$ cat src/rtl/alu_accum.sv
// -----------------------------------------------------------------------------
// alu_accum
//   N-bit ALU with a 2N-bit result register. The low N bits of the result
//   register are fed back as operand B, so successive operations chain like an
//   accumulator. Single-cycle ops: add, or-reduce, and-reduce, concat,
//   subtract, rotate and hold. Multiply is unsigned shift-add over N cycles
//   plus one finish cycle, guarded by a Start/Busy/Done handshake.
//
// Ports
//   i_clock     rising-edge system clock
//   i_reset     asynchronous, active-high reset
//   i_a         [N-1:0]  operand A
//   i_function  [2:0]    operation select, sampled when Start is accepted
//   i_start     request to execute i_function (level-sampled every edge)
//   o_aluout    [2N-1:0] result register
//   o_carry     carry/borrow from the last add/sub (0 for other writes)
//   o_busy      multiply in progress
//   o_done      one-cycle pulse when an accepted operation completes
// -----------------------------------------------------------------------------
module alu_accum #(
    parameter int N = 4
) (
    input  logic             i_clock,
    input  logic             i_reset,
    input  logic [N-1:0]     i_a,
    input  logic [2:0]       i_function,
    input  logic             i_start,
    output logic [2*N-1:0]   o_aluout,
    output logic             o_carry,
    output logic             o_busy,
    output logic             o_done
);

    localparam int W  = 2 * N;
    localparam int CW = $clog2(N + 1);

    localparam logic [2:0] OP_ADD  = 3'b000;
    localparam logic [2:0] OP_OR   = 3'b001;
    localparam logic [2:0] OP_AND  = 3'b010;
    localparam logic [2:0] OP_CAT  = 3'b011;
    localparam logic [2:0] OP_SUB  = 3'b100;
    localparam logic [2:0] OP_MUL  = 3'b101;
    localparam logic [2:0] OP_ROT  = 3'b110;
    localparam logic [2:0] OP_HOLD = 3'b111;

    typedef enum logic [1:0] {
        ST_IDLE = 2'b00,
        ST_MUL  = 2'b01,
        ST_FIN  = 2'b10
    } state_t;

    state_t          r_state;
    logic [W-1:0]    r_aluout;
    logic            r_carry;
    logic            r_busy;
    logic            r_done;
    logic [W-1:0]    r_mcand;   // multiplicand, shifted left one place per MUL cycle
    logic [N-1:0]    r_mplier;  // multiplier, shifted right so bit 0 is the current bit
    logic [W-1:0]    r_prod;
    logic [CW-1:0]   r_cnt;

    state_t          w_state_nxt;
    logic [W-1:0]    w_aluout_nxt;
    logic            w_carry_nxt;
    logic            w_busy_nxt;
    logic            w_done_nxt;
    logic [W-1:0]    w_mcand_nxt;
    logic [N-1:0]    w_mplier_nxt;
    logic [W-1:0]    w_prod_nxt;
    logic [CW-1:0]   w_cnt_nxt;

    logic [N-1:0]    w_b;
    logic [N:0]      w_sum;
    logic [W-1:0]    w_diff;

    // Operand B feedback and the shared adder/subtractor datapath
    always_comb begin
        w_b    = r_aluout[N-1:0];
        w_sum  = {1'b0, i_a} + {1'b0, w_b};
        w_diff = {{N{1'b0}}, i_a} - {{N{1'b0}}, w_b};
    end

    // Next-state and datapath decode; everything holds unless an op is active
    always_comb begin
        w_state_nxt  = r_state;
        w_aluout_nxt = r_aluout;
        w_carry_nxt  = r_carry;
        w_busy_nxt   = r_busy;
        w_done_nxt   = 1'b0;
        w_mcand_nxt  = r_mcand;
        w_mplier_nxt = r_mplier;
        w_prod_nxt   = r_prod;
        w_cnt_nxt    = r_cnt;

        case (r_state)
            ST_IDLE: begin
                // Busy is always low in IDLE, so Start alone means accept
                if (i_start) begin
                    if (i_function == OP_MUL) begin
                        w_mcand_nxt  = {{N{1'b0}}, i_a};
                        w_mplier_nxt = w_b;
                        w_prod_nxt   = {W{1'b0}};
                        w_cnt_nxt    = {CW{1'b0}};
                        w_busy_nxt   = 1'b1;
                        w_state_nxt  = ST_MUL;
                    end else begin
                        w_done_nxt = 1'b1;
                        case (i_function)
                            OP_ADD: begin
                                w_aluout_nxt = {{(N-1){1'b0}}, w_sum};
                                w_carry_nxt  = w_sum[N];
                            end
                            OP_OR: begin
                                w_aluout_nxt = {{(W-1){1'b0}}, |(i_a | w_b)};
                                w_carry_nxt  = 1'b0;
                            end
                            OP_AND: begin
                                w_aluout_nxt = {{(W-1){1'b0}}, &(i_a & w_b)};
                                w_carry_nxt  = 1'b0;
                            end
                            OP_CAT: begin
                                w_aluout_nxt = {i_a, w_b};
                                w_carry_nxt  = 1'b0;
                            end
                            OP_SUB: begin
                                w_aluout_nxt = w_diff;
                                w_carry_nxt  = (i_a < w_b) ? 1'b1 : 1'b0;
                            end
                            OP_ROT: begin
                                w_aluout_nxt = {r_aluout[W-2:0], r_aluout[W-1]};
                                w_carry_nxt  = 1'b0;
                            end
                            OP_HOLD: begin
                                w_aluout_nxt = r_aluout;
                                w_carry_nxt  = r_carry;
                            end
                            default: begin
                                w_aluout_nxt = r_aluout;
                                w_carry_nxt  = r_carry;
                            end
                        endcase
                    end
                end else begin
                    w_done_nxt = 1'b0;
                end
            end

            ST_MUL: begin
                // Shifting the multiplicand each cycle is the same as adding it
                // shifted by the counter; the counter only bounds the loop.
                if (r_mplier[0]) begin
                    w_prod_nxt = r_prod + r_mcand;
                end else begin
                    w_prod_nxt = r_prod;
                end
                w_mcand_nxt  = {r_mcand[W-2:0], 1'b0};
                w_mplier_nxt = {1'b0, r_mplier[N-1:1]};
                w_cnt_nxt    = r_cnt + CW'(1);
                if (r_cnt == CW'(N - 1)) begin
                    w_state_nxt = ST_FIN;
                end else begin
                    w_state_nxt = ST_MUL;
                end
            end

            ST_FIN: begin
                w_aluout_nxt = r_prod;
                w_carry_nxt  = 1'b0;
                w_busy_nxt   = 1'b0;
                w_done_nxt   = 1'b1;
                w_state_nxt  = ST_IDLE;
            end

            default: begin
                w_busy_nxt  = 1'b0;
                w_state_nxt = ST_IDLE;
            end
        endcase
    end

    // State and datapath registers; reset discards any multiply in flight
    always_ff @(posedge i_clock or posedge i_reset) begin
        if (i_reset) begin
            r_state  <= ST_IDLE;
            r_aluout <= {W{1'b0}};
            r_carry  <= 1'b0;
            r_busy   <= 1'b0;
            r_done   <= 1'b0;
            r_mcand  <= {W{1'b0}};
            r_mplier <= {N{1'b0}};
            r_prod   <= {W{1'b0}};
            r_cnt    <= {CW{1'b0}};
        end else begin
            r_state  <= w_state_nxt;
            r_aluout <= w_aluout_nxt;
            r_carry  <= w_carry_nxt;
            r_busy   <= w_busy_nxt;
            r_done   <= w_done_nxt;
            r_mcand  <= w_mcand_nxt;
            r_mplier <= w_mplier_nxt;
            r_prod   <= w_prod_nxt;
            r_cnt    <= w_cnt_nxt;
        end
    end

    assign o_aluout = r_aluout;
    assign o_carry  = r_carry;
    assign o_busy   = r_busy;
    assign o_done   = r_done;

endmodule
$ cat config.mk
export PLATFORM = sky130hd
export DESIGN_NAME = alu_accum
export DESIGN_NICKNAME = d
export VERILOG_FILES = /design/src/rtl/alu_accum.sv
export SDC_FILE = /design/constraint.sdc
export NUM_CORES = 1
export LEC_CHECK = 0
export CAP_MARGIN = 40
export CORE_ASPECT_RATIO = 1.1
export CORE_MARGIN = 4
export CORE_UTILIZATION = 53
export DETAILED_ROUTE_END_ITERATION = 12
export PLACE_DENSITY = 0.74
export SETUP_SLACK_MARGIN = 0.02
export SYNTH_ARGS = -nofsm -noshare
export SYNTH_HDL_FRONTEND = slang
export SYNTH_SLANG_ARGS = --single-unit
$ cat constraint.sdc
create_clock -name i_clock -period 2.5 [get_ports i_clock]
set_input_delay 0.5 -clock i_clock [delete_from_list [all_inputs] [get_ports i_clock]]
set_output_delay 0.5 -clock i_clock [all_outputs]
set_load 0.01 [all_outputs]
Word-level counts from Yosys, hierarchy flattened
Cells that the tools add are included.
- flip-flop bits (word level): 36
- bits of input ports: 10
- output and inout bits: 11
- add/subtract/negate cells: 4
- $lt $le $gt $ge: 1
- equal/unequal tests: 17
- muxes and demuxes: 32
- bitwise gates (word level): 3
- reduce and logical (&&, ||, !) cells: 14
- operator list (kind ; count):
    8-bit two-way mux ; 7
    8-bit case mux with 2 select lines ; 3
    8-bit case mux with 6 select lines ; 1
    4-bit AND reduction ; 4
    2-bit != test (second input constant) ; 5
    3-bit by 2-bit equality test with 1-bit output (second input constant) ; 3
    3-bit equality test (second input constant) ; 3
    8-bit adder ; 1
    4-bit two-way mux ; 2
    4-bit case mux with 2 select lines ; 1
    4-bit OR reduction ; 2
    1-bit two-way mux ; 7
    7-bit by 1-bit != test with 1-bit output (second input constant) ; 1
    2-bit two-way mux ; 3
    3-bit two-way mux ; 2
    6-bit by 1-bit != test with 1-bit output (second input constant) ; 1
    1-bit case mux with 2 select lines ; 3
    3-bit case mux with 2 select lines ; 1
    3-bit AND reduction ; 2
    4-bit by 4-bit adder with 5-bit output ; 1
    5-bit AND reduction ; 1
    4-bit by 4-bit subtractor with 5-bit output ; 1
    4-bit bitwise AND ; 1
    4-bit < comparator ; 1
    other kinds (13) ; 14

Logic depth before layout (Yosys ltp)
- word-level depth: 6
- depth in mapped cells: 9

Worst setup path before layout
No wires, ideal clock.
- kind: input -> register
- from: input port i_a[0]
- to: register r_aluout[2] (netlist: o_aluout[2])
- setup time: 135 ps
- data arrival time: 1757 ps
- data required time: 2365 ps
- path slack: 608 ps
- stages on the path: 8
- path buffers: 0
- cell sequence: inv_1 -> ha_1 -> inv_1 -> fa_1 -> xor2_1 -> o21ai_0 -> a221oi_1 -> o22ai_1
- word-level cells in the longest chain between the ends: 5
- elaborated cells between the ends (all ways): 6
- ends and longest elaborated chain (item ; RTL line ; text):
    start, declared ; 25 ; input logic [N-1:0] i_a,
    4-bit by 4-bit subtractor with 5-bit output / 4-bit by 4-bit adder with 5-bit output (equally long branches) ; 80, 79 ;
    8-bit case mux with 6 select lines * ; 108 ; case (i_function)
    8-bit two-way mux * ; 99 ; if (i_function == OP_MUL) begin
    8-bit two-way mux * ; 98 ; if (i_start) begin
    8-bit case mux with 2 select lines * ; 95 ; case (r_state)
    end signal, assigned ; 185 ; r_aluout <= {W{1'b0}};
    end signal, assigned ; 195 ; r_aluout <= w_aluout_nxt;
    end, declared ; 53 ; logic [W-1:0] r_aluout;
Mark *: on every way between the ends. The rest lies on a longest branch, timed or not. The select of a mux whose other input is x is not followed.
A chain may end at the register's enable or synchronous reset.

Worst setup path in the final report
Same ends and word-level chain as after synthesis.

==> qor.yml <==
cts:
  clockBufferDepth: 2
  cts-root-buf: "clkbuf_8"
  cts_inserted_buffers: 5
  clkSinkCount: 36
  clk_latency_ns: 0.29
  post-cts-setup-buffers: 0
  path_clk_slew_ns: 0.07
  cts.hold.buffers_added: 0
  post_cts_resized: 0
  cts_tree: "done"
  h-tree-depth: 2
finish:
  multi_input_area_mm2: 0.00133
  final_cell_mix: "dfrtp_1, nand2_1, a21oi_1, ha_1"
  n_fill_cell: 380
  areaGrowthSynthToFinish_pct: 15.4
  mostFrequentLayoutCell: "dfrtp_1"
  drive_gt1_share_pct: 6.85
  num_antenna_cells: 0
  ff_latch_area_um2: 901
  nets: 325
  post-route-cell-area_mm2: 0.00273
grt:
  overflow: 0
  grt_pass1_vias: 1996
  grt_usage_pct: 21.5
  grt_max_degree: 37
  grt_pass1_wl_mm: 9.53
  antenna_found_initial: 0
timing:
  fmax_mhz: 440
  hold_viol_final: 0
  whs_ns: 0.485
  post-route-period-util_pct: 90.9
  layout_min_cycle_time_ns: 2.27
  worst_slack_ns: 0.229
  worstMarginPinSlew_ns: 0.617
  skew_ns: 0.00565
  rsz0062_at_grt: "false"
  setup_viol: 0
  maxSlewHeadroom_pct: 58.9
  drv_slew: 0
synth:
  synthMuxAreaShare_pct: 0.899
  synthAdderAreaFrac_pct: 13.6
  syn-num-nets: 300
  ys_seq_area_share_pct: 38.1
  ys_seq_elements: 36
  synth_edf_count: 0
  synth_area_mm2: 0.00237
  synth_simple_gate_area_share_pct: 14.7
  syn_avg_cell_area_um2: 8.89
  synthCells: 266
  async_flop_share_pct: 100
  synth_cell_types: 42
  synth_area_leaders: "dfrtp_1, ha_1, a21oi_1, o21ai_1, nand2_1"
  synthFlopType: "dfrtp_1"
  synth.largest_area_cell: "dfrtp_1"
  synth-compound-area-share_pct: 24.2
  synth_top_family_by_area: "compound AO/OA/AOI/OAI gates"
  ys_warn_count: 0
  netlist.area_leader.share_pct: 38.1
  synth-xor-area-share_pct: 2.96
placed_design:
  pre_cts_ws_ns: -0.0396
  place_hpwl_mm: 4.04
  dpl_cell_area_mm2: 0.00264
  numPortBuffers: 20
  gp_congestion: 0.901
run:
  cap_violations: 0
route:
  wl_met1_mm: 2.50
  postRouteAntennaNets: 0
  highest_layer: "met4"
  viasPerCell: 5.72
  wl_mm: 5.45
  dr_wl_met3_um: 283
  wl_per_cell_um: 15.7
  route.met2.wl_mm: 2.52
  dr.pass1.iters: 4
  drc: 0
  dr_total_vias: 1979
  drt_first_iter_violations: 196
critical_path:
  crit_slowest_cell: "clkdlybuf4s50_1"
  crit_chain: "clkdlybuf4s50_1, inv_1, ha_1, inv_1, fa_1, xor2_1, o21ai_0, a221oi_1, o22ai_1"
  cp_max_fo: 3
  cp.arrival_ns: 2.43
  path_common_cell: "inv_1"
  crit_path_start_kind: "input port"
  slowest_delay_ns: 0.45
  path_class: "in2reg"
  crit_path_end_kind: "flop"
  worstPathRequired_ns: 2.66
floorplan:
  core_region_area_mm2: 0.00432
  ios: 21
  die-area_mm2: 0.00560
  die-height_um: 78.1
  start_util_pct: 54.8
  die_w_um: 71.7
  rows: 25
power:
  powerDensity_mw_per_mm2: 1040
  max-vdd-ir-drop_uv: 436
  p_leak_uw: 0.00124
min_path:
  hold_path.class: "reg2reg"
run_status:
  outcome: "complete, no violations"
flip-flops by register name, summed over array words and instances, names as in the netlist:
name and count:
o_aluout 8, r_mcand 8, o_done 1, r_mplier 4, r_cnt 3, o_busy 1, o_carry 1, r_prod 8
r_state 2
layer usage:
layer,vias up,global-route usage (%)
met1,916,28.5
met4,0,7.89
met2,54,34.7
li1,996,-
met3,13,4.10
met5,-,0
cell type report:
cell class	instances	share of cell area [%]
multi-input combinational	201	48.8
sequential	36	33.0
timing repair buffer	29	9.80
clock buffer	7	3.16
inverter	18	2.47
tap	54	2.47
clock inverter	1	0.275
synthesized netlist by cell type (all sizes together), types with 2 or more instances:
master	n
o21bai	3
o22ai	5
nand2	25
o21ai	33
xnor2	4
clkbuf	5
nand4	3
nand2b	4
or3	2
fa	3
a31oi	5
nor2b	4
a21o	5
a22o	5
a21oi	21
inv	18
a211oi	3
ha	21
xor2	4
and2	2
nand3	6
buf	6
nor3b	2
nor2	21
dfrtp	36
o211ai	2
a22oi	7
o41ai	2
cell families after synthesis:
family,count (synthesis)
AOI/OAI and AO/OA,94
xor gates and xnor gates,8
adders and majority gates,24
buffers and inverters,29
DFF,36
muxes,2
and+or+nand+nor,73
stage by stage:
step	power (µW)	util [%]	cells	TNS [ns]
3_3_place_gp	2370	61.1	338	0
2_1_floorplan	1970	-	266	0
3_5_place_dp	2400	61.1	338	-0.0474
5_1_grt	3100	63.3	346	0
6_report	2830	63.3	346	0
4_1_cts	2840	63.3	346	0
power breakdown:
| part | switching [µW] | internal (µW) |
|---|---|---|
| Sequential | 218 | 807 |
| Combinational | 738 | 635 |
| Clock | 207 | 224 |
| Total | 1160 | 1670 |
worst max-delay path, delay by kind of cell:
| family | cells | cell delay, ns |
|---|---|---|
| AO/OA/AOI/OAI | 3 | 0.58 |
| XOR/XNOR | 1 | 0.18 |
| adder cells (fa/ha/maj) | 2 | 0.57 |
| buffers and inverters | 3 | 0.60 |
worst paths after layout:
check	from	end	slack [ns]	cells after the start
worst max-delay path	i_a[0]	o_aluout[2]	0.23	9
worst min-delay path	o_busy	o_busy	0.48	1
min in group asynchronous	i_reset	o_aluout[1]	0.61	3
max in group asynchronous	i_reset	r_prod[0]	1.56	3
worst max register to register	o_aluout[0]	o_aluout[2]	0.56	7
worst min register to register	o_busy	o_busy	0.48	1
No activity file was read; power rests on OpenSTA's default activity.
